**src/rtl/adc_sample_sequencer_if.sv**
```systemverilog
// ---------------------------------------------------------------------------
// adc_sample_sequencer_if
//   Bundles the control inputs, the ADC pin-level signals and the sample
//   output of adc_sample_sequencer.
//   master : the sequencer (drives ADC strobes and the sample outputs)
//   slave  : the environment (drives enable/period and the ADC EOC/data pins)
//   Signals:
//     enable       run periodic sampling (level)
//     period[15:0] sample period in clocks, CONVST fall to CONVST fall
//     EOC_18       ADC end-of-conversion, active low, asynchronous
//     DB_18        ADC parallel data bus
//     CONVST_18    ADC convert start, active low
//     RD_18        ADC read strobe, active low
//     PD_18        ADC power control, low = powered down
//     sample_data  last captured sample
//     sample_valid one-cycle strobe for a new sample
//     busy         sequencer active (not idle / powered down)
//     tmo_err      EOC timeout strobe, only with ADC_SEQ_TIMEOUT_EN defined
// ---------------------------------------------------------------------------
interface adc_sample_sequencer_if #(
  parameter int DATA_W = 12
);
  logic              enable;
  logic [15:0]       period;
  logic              EOC_18;
  logic [DATA_W-1:0] DB_18;
  logic              CONVST_18;
  logic              RD_18;
  logic              PD_18;
  logic [DATA_W-1:0] sample_data;
  logic              sample_valid;
  logic              busy;
`ifdef ADC_SEQ_TIMEOUT_EN
  logic              tmo_err;

  modport master (
    input  enable, period, EOC_18, DB_18,
    output CONVST_18, RD_18, PD_18, sample_data, sample_valid, busy, tmo_err
  );
  modport slave (
    output enable, period, EOC_18, DB_18,
    input  CONVST_18, RD_18, PD_18, sample_data, sample_valid, busy, tmo_err
  );
`else
  modport master (
    input  enable, period, EOC_18, DB_18,
    output CONVST_18, RD_18, PD_18, sample_data, sample_valid, busy
  );
  modport slave (
    output enable, period, EOC_18, DB_18,
    input  CONVST_18, RD_18, PD_18, sample_data, sample_valid, busy
  );
`endif
endinterface

```
**src/rtl/adc_sample_sequencer.sv**
```systemverilog
// ---------------------------------------------------------------------------
// adc_sample_sequencer
//   Periodic conversion sequencer for a parallel-bus ADC: powers the ADC up,
//   issues CONVST pulses every `period` clocks, waits for end-of-conversion,
//   reads the data bus with an RD pulse and presents the sample.
//   Ports:
//     clk_100M  single 100 MHz clock
//     Reset     asynchronous active-low reset
//     bus       adc_sample_sequencer_if.master (control, ADC pins, sample out)
//   Optional feature: define ADC_SEQ_TIMEOUT_EN to abort an EOC wait after
//   TMO_CYC clocks (goes to GAP without capture and pulses bus.tmo_err).
//   WAKE_CYC must be >= 2; CONV_LOW, RD_LOW, TMO_CYC must be >= 1.
// ---------------------------------------------------------------------------
module adc_sample_sequencer #(
  parameter int DATA_W   = 12,
  parameter int CONV_LOW = 4,
  parameter int RD_LOW   = 6,
  parameter int WAKE_CYC = 16,
  parameter int TMO_CYC  = 1000
) (
  input  logic                  clk_100M,
  input  logic                  Reset,
  adc_sample_sequencer_if.master bus
);

  typedef enum logic [2:0] {
    S_PWRDN, S_WAKE, S_IDLE, S_CONV, S_WAIT_EOC, S_READ, S_GAP
  } state_t;

  localparam logic [15:0] CONV_LAST = 16'(CONV_LOW - 1);
  localparam logic [15:0] RD_LAST   = 16'(RD_LOW - 1);
  // WAKE plus the single IDLE cycle span WAKE_CYC clocks from PD rise to
  // the first CONVST fall.
  localparam logic [15:0] WAKE_LAST = 16'(WAKE_CYC - 2);
`ifdef ADC_SEQ_TIMEOUT_EN
  localparam logic [15:0] TMO_LAST  = 16'(TMO_CYC - 1);
`else
  // TMO_CYC only matters when the timeout is built in.
  localparam int tmo_cyc_unused = TMO_CYC;
`endif

  state_t            r_state, w_state_nxt;
  logic [15:0]       r_cnt, w_cnt_nxt;
  logic [15:0]       r_pcnt;
  logic              r_eoc_s1, r_eoc_s2, r_eoc_s3;
  logic              w_eoc_evt;
  logic              w_period_hit;
  logic              r_convst, r_rd, r_pd, r_valid, r_busy;
  logic [DATA_W-1:0] r_sample;
`ifdef ADC_SEQ_TIMEOUT_EN
  logic              r_tmo;
`endif

  // Falling edge of the synchronized EOC. Flops reset to 0, so no event can
  // be produced by reset release while EOC idles high.
  assign w_eoc_evt = r_eoc_s3 & ~r_eoc_s2;

  // pcnt >= period-1, evaluated as pcnt+1 >= period so period=0 always hits.
  assign w_period_hit = ({1'b0, r_pcnt} + 17'd1) >= {1'b0, bus.period};

  always_comb begin
    w_state_nxt = r_state;
    w_cnt_nxt   = '0;
    case (r_state)
      S_PWRDN: if (bus.enable) w_state_nxt = S_WAKE;
      S_WAKE: begin
        if (!bus.enable)             w_state_nxt = S_PWRDN;
        else if (r_cnt == WAKE_LAST) w_state_nxt = S_IDLE;
        else                         w_cnt_nxt   = r_cnt + 16'd1;
      end
      S_IDLE: w_state_nxt = bus.enable ? S_CONV : S_PWRDN;
      S_CONV: begin
        if (r_cnt == CONV_LAST) w_state_nxt = S_WAIT_EOC;
        else                    w_cnt_nxt   = r_cnt + 16'd1;
      end
      S_WAIT_EOC: begin
        if (w_eoc_evt)              w_state_nxt = S_READ;
`ifdef ADC_SEQ_TIMEOUT_EN
        else if (r_cnt == TMO_LAST) w_state_nxt = S_GAP;
        else                        w_cnt_nxt   = r_cnt + 16'd1;
`endif
      end
      S_READ: begin
        if (r_cnt == RD_LAST) w_state_nxt = S_GAP;
        else                  w_cnt_nxt   = r_cnt + 16'd1;
      end
      // enable is only looked at once the period has elapsed, so an
      // in-flight sample always completes before dropping to IDLE.
      S_GAP: if (w_period_hit) w_state_nxt = bus.enable ? S_CONV : S_IDLE;
      default: w_state_nxt = S_PWRDN;
    endcase
  end

  // Strobes are registered from the next state so they align with the state
  // they belong to and cannot glitch.
  always_ff @(posedge clk_100M or negedge Reset) begin
    if (!Reset) begin
      r_state  <= S_PWRDN;
      r_cnt    <= '0;
      r_pcnt   <= '0;
      r_eoc_s1 <= 1'b0;
      r_eoc_s2 <= 1'b0;
      r_eoc_s3 <= 1'b0;
      r_convst <= 1'b1;
      r_rd     <= 1'b1;
      r_pd     <= 1'b0;
      r_valid  <= 1'b0;
      r_busy   <= 1'b0;
      r_sample <= '0;
`ifdef ADC_SEQ_TIMEOUT_EN
      r_tmo    <= 1'b0;
`endif
    end else begin
      r_state  <= w_state_nxt;
      r_cnt    <= w_cnt_nxt;
      r_eoc_s1 <= bus.EOC_18;
      r_eoc_s2 <= r_eoc_s1;
      r_eoc_s3 <= r_eoc_s2;
      // Zero on the CONVST-fall cycle, so pcnt equals clocks since the fall.
      if (w_state_nxt == S_CONV && r_state != S_CONV) r_pcnt <= '0;
      else if (r_pcnt != 16'hFFFF)                     r_pcnt <= r_pcnt + 16'd1;
      r_convst <= (w_state_nxt != S_CONV);
      r_rd     <= (w_state_nxt != S_READ);
      r_pd     <= (w_state_nxt != S_PWRDN);
      r_busy   <= !(w_state_nxt == S_IDLE || w_state_nxt == S_PWRDN);
      r_valid  <= (r_state == S_READ) && (w_state_nxt == S_GAP);
      if (r_state == S_READ && r_cnt == RD_LAST) r_sample <= bus.DB_18;
`ifdef ADC_SEQ_TIMEOUT_EN
      r_tmo    <= (r_state == S_WAIT_EOC) && (w_state_nxt == S_GAP);
`endif
    end
  end

  assign bus.CONVST_18    = r_convst;
  assign bus.RD_18        = r_rd;
  assign bus.PD_18        = r_pd;
  assign bus.sample_data  = r_sample;
  assign bus.sample_valid = r_valid;
  assign bus.busy         = r_busy;
`ifdef ADC_SEQ_TIMEOUT_EN
  assign bus.tmo_err      = r_tmo;
`endif

endmodule

```
**src/flat_wrapper.sv**
```systemverilog
// flat-port wrapper written by rule: the top's interface ports become plain ports
module adc_sample_sequencer_flat 
#(
  parameter int DATA_W   = 12,
  parameter int CONV_LOW = 4,
  parameter int RD_LOW   = 6,
  parameter int WAKE_CYC = 16,
  parameter int TMO_CYC  = 1000
)
  (clk_100M, Reset, bus_enable, bus_period, bus_EOC_18, bus_DB_18, bus_CONVST_18, bus_RD_18, bus_PD_18, bus_sample_data, bus_sample_valid, bus_busy);
  adc_sample_sequencer_if #(.DATA_W(DATA_W)) bus_i ();
  input  logic clk_100M;
  input  logic Reset;
  input wire logic [$bits(bus_i.enable)-1:0] bus_enable;
  input wire logic [$bits(bus_i.period)-1:0] bus_period;
  input wire logic [$bits(bus_i.EOC_18)-1:0] bus_EOC_18;
  input wire logic [$bits(bus_i.DB_18)-1:0] bus_DB_18;
  output wire logic [$bits(bus_i.CONVST_18)-1:0] bus_CONVST_18;
  output wire logic [$bits(bus_i.RD_18)-1:0] bus_RD_18;
  output wire logic [$bits(bus_i.PD_18)-1:0] bus_PD_18;
  output wire logic [$bits(bus_i.sample_data)-1:0] bus_sample_data;
  output wire logic [$bits(bus_i.sample_valid)-1:0] bus_sample_valid;
  output wire logic [$bits(bus_i.busy)-1:0] bus_busy;
  assign bus_i.enable = bus_enable;
  assign bus_i.period = bus_period;
  assign bus_i.EOC_18 = bus_EOC_18;
  assign bus_i.DB_18 = bus_DB_18;
  assign bus_CONVST_18 = bus_i.CONVST_18;
  assign bus_RD_18 = bus_i.RD_18;
  assign bus_PD_18 = bus_i.PD_18;
  assign bus_sample_data = bus_i.sample_data;
  assign bus_sample_valid = bus_i.sample_valid;
  assign bus_busy = bus_i.busy;
  adc_sample_sequencer #(.DATA_W(DATA_W), .CONV_LOW(CONV_LOW), .RD_LOW(RD_LOW), .WAKE_CYC(WAKE_CYC), .TMO_CYC(TMO_CYC)) u_core (.clk_100M(clk_100M), .Reset(Reset), .bus(bus_i));
endmodule
```
**config.mk**
```make
export PLATFORM = sky130hd
export DESIGN_NAME = adc_sample_sequencer_flat
export DESIGN_NICKNAME = d
export VERILOG_FILES = /design/src/rtl/adc_sample_sequencer_if.sv /design/src/rtl/adc_sample_sequencer.sv /design/src/flat_wrapper.sv
export SDC_FILE = /design/constraint.sdc
export NUM_CORES = 1
export LEC_CHECK = 0
export ABC_AREA = 1
export ABC_CLOCK_PERIOD_IN_PS = 5900
export BUFFER_PORTS_ARGS = -buffer_cell sky130_fd_sc_hd__buf_4
export CELL_PAD_IN_SITES_DETAIL_PLACEMENT = 1
export CELL_PAD_IN_SITES_GLOBAL_PLACEMENT = 1
export CORE_MARGIN = 2
export CORE_UTILIZATION = 30
export DETAILED_ROUTE_END_ITERATION = 6
export PLACE_DENSITY = 0.56
export SLEW_MARGIN = 20
export SYNTH_ARGS = -nofsm -noshare
export SYNTH_HDL_FRONTEND = slang
export SYNTH_SLANG_ARGS = --single-unit
```
**constraint.sdc**
```tcl
create_clock -name clk_100M -period 5.9 [get_ports clk_100M]
set_clock_uncertainty 0.2 [all_clocks]
set_input_delay 0.885 -clock clk_100M [delete_from_list [all_inputs] [get_ports clk_100M]]
set_output_delay 0.885 -clock clk_100M [all_outputs]
set_load 0.01 [all_outputs]
```
==> results of run 1 <==
[routing by layer]
layer,vias up,global-route usage
met5,-,0
met2,43,0.234
met4,0,0.0295
met3,4,0.0317
met1,1342,0.217
li1,1465,-
[power by group through the flow]
| stage | Sequential [µW] | Clock (µW) | Combinational (µW) |
|---|---|---|---|
| 2_1_floorplan | 502 | 0 | 303 |
| 3_3_place_gp | 501 | 0 | 449 |
| 3_5_place_dp | 506 | 0 | 460 |
| 4_1_cts | 500 | 368 | 463 |
| 5_1_grt | 510 | 382 | 536 |
| 6_report | 499 | 355 | 450 |
[layout make-up]
cell class                 count  area, µm²
sequential                    55       1380
tap                          140        175
fill                        1372       6860
inverter                      87        327
clock buffer                   5        125
timing repair buffer          48        360
clock inverter                 3       50.0
multi-input combinational    300       1660
[final timing paths]
kind                                           to  depth (start not counted)             start
max in group asynchronous        u_core.r_pcnt[8]                          1             Reset
worst max-delay path            u_core.r_pcnt[13]                         19  u_core.r_pcnt[0]
worst max register to register  u_core.r_pcnt[13]                         19  u_core.r_pcnt[0]
worst min-delay path              u_core.r_eoc_s2                          0   u_core.r_eoc_s1
worst min register to register    u_core.r_eoc_s2                          0   u_core.r_eoc_s1
min in group asynchronous         u_core.r_cnt[0]                          1             Reset
[state kept, by name, indices dropped and copies added, names as in the netlist]
register,count
u_core.bus.RD_18,1
u_core.r_cnt,16
u_core.r_state,3
u_core.r_eoc_s1,1
u_core.bus.busy,1
u_core.bus.sample_data,12
u_core.bus.PD_18,1
u_core.r_pcnt,16
u_core.r_eoc_s2,1
u_core.bus.sample_valid,1
u_core.r_eoc_s3,1
u_core.bus.CONVST_18,1
[metrics by stage]
stage	std cells	utilization	cell area, µm²	setup slack [ps]	total power (µW)
final	638	0.372	4070	2510	1300
after CTS	638	0.372	4070	2490	1330
after detailed placement	630	0.356	3900	2530	965
after global routing	638	0.372	4070	2110	1430
after global placement	630	0.356	3900	2670	950
after floorplan	446	-	3390	2920	806
[cell usage after synthesis, types with 4 or more instances]
library cell and count:
a21oi_1 16, dfrtp_1 53, ha_1 20, inv_1 82
inv_2 4, nand2_1 129, nand2_2 11, nand3_1 17
nand4_1 7, nor2_1 36, nor3_1 8, o21ai_0 8
or2_2 4, xnor2_1 4, xor2_1 12
[cells in the final DEF (no fill, tap or decap), drive strengths merged, types with 4 or more instances in the layout]
cell type / count
xor2: 12
nand4: 9
inv: 88
o21ai: 8
xnor2: 4
buf: 48
a21oi: 16
or2: 4
ha: 20
nor2: 43
dfrtp: 53
nor3: 8
clkbuf: 5
nand3: 19
nand2: 142
[worst reg2reg max path, delay by kind of cell, from the launching register on]
kind / cells / cell delay, ps
compound gates: 1 / 160
xor+xnor: 1 / 210
fa+ha+maj: 2 / 520
buf+inv: 2 / 110
flops: 1 / 440
simple gates: 13 / 1650
[cells by family after synthesis]
kind of cell	Yosys count	share of synthesized area
simple gates	233	0.322
buf+inv	91	0.104
compound gates	31	0.0513
flops	55	0.407
xor+xnor	16	0.0413
fa+ha+maj	20	0.0738
==> results.md, run 1 <==
* Status: complete, no violations
* Gr usage total at 0.151
* Register area share after synthesis at 0.407
* Most used cell along the critical path: nand2_1
* Hold crit path type: reg2reg
* Antenna violations before repair at 0
* Worst path slowest cell: dfrtp_1
* Slew margin rel. at 0.518
* ANT nets after route at 0
* Hold Vio Cnt, Final at 0
* Final HPWL DP at 6.48 mm
* Largest net degree at the start of global routing at 56
* WL per Instance at 13.1 µm
* CP startpoint kind: register
* Synth cell types at 37
* Crit path max-delay family: simple AND/OR/NAND/NOR gates
* Core ar. at 0.0109 mm²
* Post-Syn Area at 0.00339 mm²
* Power Dens Cells at 320 mW/mm²
* Top cells by area, synth: dfrtp_1, nand2_1, inv_1
* Placer congestion estimate at 0.761
* Post-route DRC violation count at 0
* Worst Max-Slew Pin Slew at 723 ps
* Final wirelength at 8.34 mm
* Gr ovfl total at 0
* Met3 WL at 334 µm
* Int Power at 829 µW
* Critical Path AT at 3380 ps
* Sink Count at 55
* CTS Hold Bufs at 0
* Clock buffer depth at 2
* Hold Slack at 157 ps
* Nets at 549
* Ys Warns at 0
* Die area at 0.0122 mm²
* IO buf count at 48
* Clk slew on worst S/H paths at 80 ps
* Cts repair resizes at 0
* # rows at 38
* Setup Total Neg Slack at 0 ps
* Clock share of power at 0.272
* Initial DRC count at 79
* Sw Ratio at 0.364
* M1 WL at 4.35 mm
* Clock network latency to the later pin of the worst-skew pair at 300 ps
* Reg-to-reg slack, setup at 2510 ps
* Main synth FF type: dfrtp_1
* Tcrit/Tclk final at 0.575
* Max-slew violation count at 0
* Top-area cell type share of the netlist area at 0.391
* Crit path kind: reg2reg
* Max-cap check violation count at 0
* Psw at 475 µW
* Worst Setup End Kind: register
* Syn nets at 498
* Cell type with the largest total area after synthesis: dfrtp_1
* Avg Inst Size Synth at 7.60 µm²
* Met2 wire length at 3.59 mm
* Number of synthesized flops with an enable pin at 0
* CTS tree: built
* # H-tree levels at 2
* Clock root buffer: clkbuf_16
* Area Growth Syn to Fin at 20.2%
* CP Max Fanout at 16
* VDD IR max at 0.119 mV
* CP cell instances: ha_1 -> nand2_2 -> nor3_1 -> nand2_1 -> nor2_1 -> xor2_1 -> inv_1 -> ha_1 -> nand2_1 -> nor2_1 -> nand2_1 -> o21ai_0 -> nand2_1 -> nand3_2 -> nand2_2 -> nand2_4 -> nand3_4 -> nand2_1 -> inv_1
* RSZ-0062 raised after global routing: false
* Vias in the first global route at 3005
* LEAKAGE at 0.00224 µW
* Global-route wire length before repair at 14.4 mm
* Vias per std cell at 4.47
* Worst path bufs/invs at 2
* Antenna cells at 0
* Die W at 110 µm
* Total number of vias at 2854
* Number of buffers created by CTS at 5
* Synth Register Bits at 55
* Post-CTS Setup Inserts at 0
* Crit path time final at 3390 ps
* FFs w/ async S/R, synth at 1.00
* IO Count at 49
* Slowest stage delay, CP at 440 ps
* Initial Util at 0.310
* Layout cells sized above 1 at 0.183
* Combinational share of power at 0.345
* Die Y at 110 µm
* 1st-pass router iterations at 4
* FMAX at 295 MHz
* Register share of total power at 0.382
* Final setup vio count at 0
* Syn Inst Count at 446
* Max Used Layer: met4
* Worst path required time at 5890 ps
(Power assumes the default switching activity.)
==> run 2: changes to the inputs <==
Settings changed: ABC_CLOCK_PERIOD_IN_PS 5900 to 3000, PLACE_DENSITY 0.56 to 0.59.
Clock period 5.9 ns to 3 ns, I/O delays scaled along.
==> run 2 against run 1 <==
Net effect:
- the run now ends with negative hold slack left
- combinational power rose to 2.6 times the previous value
- worst hold slack got worse by 160 ps
- clock-buffer cell count rose by 2
- clock power rose by 73%
- cell area rose by 11%
- sequential power rose by 92%
- core utilization rose by 4.2 points
- maximum frequency rose by 14%
- sequential cell count did not move
- total power rose by 110%
- register-to-register slack got worse by 2500 ps
==> results.md, run 2 (synthesis gave the netlist of run 1 again) <==
* Most used cell along the critical path: nand2_1
* Hold Slack at -3.29 ps
* Gr ovfl total at 0
* Met3 WL at 396 µm
* Slowest stage delay, CP at 380 ps
* Slew margin rel. at 0.521
* # H-tree levels at 2
* Number of buffers created by CTS at 5
* Vias per std cell at 4.58
* Failing checks: negative hold slack
* 1st-pass router iterations at 4
* FMAX at 336 MHz
* VDD IR max at 0.279 mV
* Die area at 0.0122 mm²
* Tcrit/Tclk final at 0.993
* Max-cap check violation count at 0
* Worst path required time at 2990 ps
* Placer congestion estimate at 0.813
* Worst Max-Slew Pin Slew at 719 ps
* Hold crit path type: in2async
* WL per Instance at 13.8 µm
* Clk slew on worst S/H paths at 80 ps
* Core ar. at 0.0109 mm²
* Crit path max-delay family: simple AND/OR/NAND/NOR gates
* Crit path kind: reg2reg
* Area Growth Syn to Fin at 33.7%
* Antenna violations before repair at 0
* Sink Count at 55
* LEAKAGE at 0.00246 µW
* Final HPWL DP at 6.90 mm
* Antenna cells at 0
* Post-layout util at 0.414
* Clock root buffer: clkbuf_16
* Die W at 110 µm
* # rows at 38
* Final wirelength at 9.28 mm
* Total number of vias at 3086
* Worst path slowest cell: dfrtp_1
* Critical Path AT at 2970 ps
* IO Count at 49
* Worst Setup End Kind: register
* IO buf count at 48
* Vias in the first global route at 3272
* RSZ-0062 raised after global routing: true
* Global-route wire length before repair at 15.5 mm
* Max-slew violation count at 0
* Commonest cells after routing, fill and taps aside: nand2_1, inv_1, buf_4
* Gr usage total at 0.165
* Met2 wire length at 4.35 mm
* Largest net degree at the start of global routing at 56
* Initial DRC count at 78
* CP cell instances: nand4_1 -> or2_4 -> nor2_4 -> xor2_1 -> inv_1 -> ha_1 -> nand2_1 -> nor2_4 -> nand2_1 -> o21ai_2 -> nand2_2 -> nand3_2 -> nand2_2 -> nand2_4 -> nand3_4 -> nand2_1 -> inv_1
* ANT nets after route at 0
* CTS tree: built
* DP Cell Count at 658
* Worst path bufs/invs at 2
* Final setup vio count at 0
* Max Used Layer: met4
* Hold Vio Cnt, Final at 6
* Post-route DRC violation count at 0
* CTS Hold Bufs at 0
* CP Max Fanout at 8
* Status: finished with violations
* Clock network latency to the later pin of the worst-skew pair at 290 ps
* Clock buffer depth at 2
* Nets at 585
* Layout cells sized above 1 at 0.296
* Commonest non-fill, non-tap cell in the layout: nand2_1
* Die Y at 110 µm
* Crit path time final at 2980 ps
* Non-filler cells, final at 674
* M1 WL at 4.46 mm
* Power Dens Cells at 607 mW/mm²
* CP startpoint kind: register
* Initial Util at 0.310
[run 2: cell types whose count changed in the layout (fill, tap and decap cells not counted), moves of 4 or more]
cell	previous run	this run
buf_4	48	81
nand2_1	129	121
nand2_2	11	16
nor2_1	36	27
nor2_2	3	8
nor2_4	3	7
[run 2: worst paths after layout]
| check | from | to | slack (ps) | depth (start not counted) |
|---|---|---|---|---|
| setup / recovery | u_core.r_pcnt[1] | u_core.r_pcnt[0] | 20 | 17 |
| hold / removal | Reset | u_core.r_cnt[8] | -3 | 1 |
| setup reg to reg | u_core.r_pcnt[1] | u_core.r_pcnt[0] | 20 | 17 |
| hold reg to reg | u_core.r_eoc_s1 | u_core.r_eoc_s2 | 150 | 0 |
| max in group asynchronous | Reset | u_core.r_pcnt[5] | 2110 | 1 |
| min in group clk_100M | bus_EOC_18 | u_core.r_eoc_s1 | 60 | 1 |
[run 2: per-stage QoR]
stage                     total power, µW  area [µm²]  setup WS, ps  hold WS, ps  TNS [ps]
after global routing                 2990        4530          -213         51.9     -2940
after floorplan                      1580        3390          21.1        -45.6         0
after detailed placement             2020        4110          -254          136     -3900
after CTS                            2710        4360         0.202         47.1         0
after global placement               1980        4110          -125          135     -1760
final                                2750        4530          20.2        -3.29         0
[run 2: per-layer routing]
layer	vias to the layer above	GRT usage
li1	1540	-
met1	1491	0.220
met2	48	0.276
met3	7	0.0359
met4	0	0.0321
met5	-	0
[run 2: cell type report]
class                   count  area, µm²
inverters                  87        327
multi-input cells         301       1870
repair buffers             83        631
clock inverters             1       8.76
clock buffers               7        143
fillers                  1360       6400
flip-flops and latches     55       1380
well taps                 140        175
[run 2: what timing repair did]
action | CTS | global route
gates cloned | 1 | 0
setup endpoints to repair | 19 | 20
gates resized for setup | 17 | 31
setup buffers | 3 | 4
pin swaps | 8 | 14
[run 2: where the power goes]
part	total [µW]	switching, µW	internal (µW)
clock	615	280	336
sequential	960	87.2	873
combinational	1180	663	513
total	2750	1030	1720
==> run 3: changes to the inputs <==
Settings changed: BUFFER_PORTS_ARGS -buffer_cell sky130_fd_sc_hd__buf_4 to unset, DONT_BUFFER_PORTS set to 1, PLACE_DENSITY 0.59 to 0.53.
==> run 3 against run 2 <==
Net effect:
- the run now ends clean
- maximum frequency is 2.1% higher
- global-route usage is 0.48 points lower
- largest cell class unchanged
- total power is 2.3% lower
==> results.md, run 3 (synthesis gave the netlist of run 1 again) <==
* Status: complete, no violations
* Placed inst area at 0.00378 mm²
* # H-tree levels at 2
* Largest net degree at the start of global routing at 56
* Commonest non-fill, non-tap cell in the layout: nand2_1
* Finished Cell Area at 0.00423 mm²
* Worst Max-Slew Pin Slew at 630 ps
* ANT nets after route at 0
* Layout cells sized above 1 at 0.224
* Total number of vias at 2894
* IO Count at 49
* Tcrit/Tclk final at 0.973
* Vias per std cell at 4.55
* Dpl ws at -294 ps
* Die Y at 110 µm
* Clk slew on worst S/H paths at 70 ps
* Hold crit path type: in2reg
* Vias in the first global route at 3102
* Sink Count at 55
* Crit path time final at 2920 ps
* Die area at 0.0122 mm²
* WL per Instance at 13.7 µm
* Critical Path AT at 2920 ps
* Crit path kind: reg2reg
* Post-layout util at 0.387
* Slew margin rel. at 0.576
* Max-cap check violation count at 0
* Final HPWL DP at 6.63 mm
* Placer congestion estimate at 0.763
* Global-route wire length before repair at 15.0 mm
* CP startpoint kind: register
* CTS tree: built
* FMAX at 343 MHz
* Initial DRC count at 61
* Clock network latency to the later pin of the worst-skew pair at 300 ps
* Worst path bufs/invs at 4
* Most used cell along the critical path: nand2_1
* Clock root buffer: clkbuf_16
* Worst Setup End Kind: register
* Core ar. at 0.0109 mm²
* Setup Total Neg Slack at 0 ps
* Die W at 110 µm
* IO buf count at 0
* Non-filler cells, final at 636
* Antenna violations before repair at 0
* VDD IR max at 0.314 mV
* Gr ovfl total at 0
* Crit path setup slack, layout at 82.5 ps
* Antenna cells at 0
* Power Dens Cells at 636 mW/mm²
* Max-slew violation count at 0
* Final setup vio count at 0
* Gr usage total at 0.160
* Crit path max-delay family: simple AND/OR/NAND/NOR gates
* # rows at 38
* Area Growth Syn to Fin at 24.8%
* RSZ-0062 raised after global routing: true
* LEAKAGE at 0.00226 µW
* Number of buffers created by CTS at 5
* Commonest cells after routing, fill and taps aside: nand2_1, inv_1, dfrtp_1
* 1st-pass router iterations at 4
* Slowest stage delay, CP at 380 ps
* Hold Vio Cnt, Final at 0
* CP cell instances: ha_2 -> nand2_4 -> nor3_4 -> nand2_1 -> nor2_1 -> xor2_1 -> inv_1 -> ha_1 -> nand2_1 -> nor2_4 -> buf_4 -> nand2_1 -> nor2_2 -> nand2_2 -> nand3_2 -> nand2_2 -> nand2_4 -> nand3_4 -> buf_12 -> nand2_1 -> inv_1
* Worst path slowest cell: dfrtp_1
* Worst path required time at 3000 ps
* Nets at 547
* Initial Util at 0.310
* Post-route DRC violation count at 0
* Final wirelength at 8.71 mm
* Clock buffer depth at 2
* Fillers at 1365
* CP Max Fanout at 12
* DP Cell Count at 614
[run 3: final timing paths]
kind	startpoint	end	slack, ps	depth (start not counted)
worst max-delay path	u_core.r_pcnt[0]	u_core.r_pcnt[12]	80	21
worst min-delay path	bus_DB_18[9]	u_core.bus.sample_data[9]	60	2
worst max register to register	u_core.r_pcnt[0]	u_core.r_pcnt[12]	80	21
worst min register to register	u_core.r_eoc_s1	u_core.r_eoc_s2	160	0
max in group asynchronous	Reset	u_core.bus.CONVST_18	1830	2
min in group asynchronous	Reset	u_core.r_pcnt[7]	470	2
[run 3: area by class of cell]
class / count / area [µm²] / share of cell area
multi-input combinational: 300 / 1820 / 0.431
sequential: 55 / 1380 / 0.326
timing repair buffer: 46 / 383 / 0.0905
inverter: 87 / 327 / 0.0772
tap: 140 / 175 / 0.0414
clock buffer: 5 / 125 / 0.0296
clock inverter: 3 / 18.8 / 0.00444
[run 3: per-stage QoR]
stage,hold WS [ps],total power (µW)
6_report,62.1,2690
5_1_grt,57.8,2940
4_1_cts,52.4,2640
3_5_place_dp,-43.4,1930
3_3_place_gp,-44.1,1900
2_1_floorplan,-45.6,1580
[run 3: routing by layer]
metal | vias to the layer above | share of wire | track usage
met1 | 1380 | 0.48 | 0.214
li1 | 1459 | - | -
met3 | 6 | 0.046 | 0.0400
met2 | 49 | 0.46 | 0.259
met5 | - | 0 | 0
met4 | 0 | 0.0085 | 0.0384
[run 3: where the power goes]
group | switching [µW] | leakage [µW] | internal (µW)
sequential | 121 | 0.000664 | 874
combinational | 617 | 0.00152 | 482
clock | 285 | 0.0000740 | 311
[run 3: what timing repair did]
item | in CTS | in global routing
setup endpoints to repair | 19 | 21
setup buffers | 8 | 3
pin swaps | 2 | 12
hold buffers | 3 | 0
gates resized for setup | 12 | 22
endpoints found under the hold margin | 56 | 0
[run 3: worst reg2reg max path: stages, from the launching register on]
cell and delay [ps]:
dfrtp_1 380, ha_2 220, nand2_4 70, nor3_4 120
nand2_1 90, nor2_1 140, xor2_1 200, inv_1 70
ha_1 290, nand2_1 90, nor2_4 90, buf_4 100
nand2_1 50, nor2_2 90, nand2_2 70, nand3_2 60
nand2_2 70, nand2_4 80, nand3_4 80, buf_12 160
nand2_1 60, inv_1 40
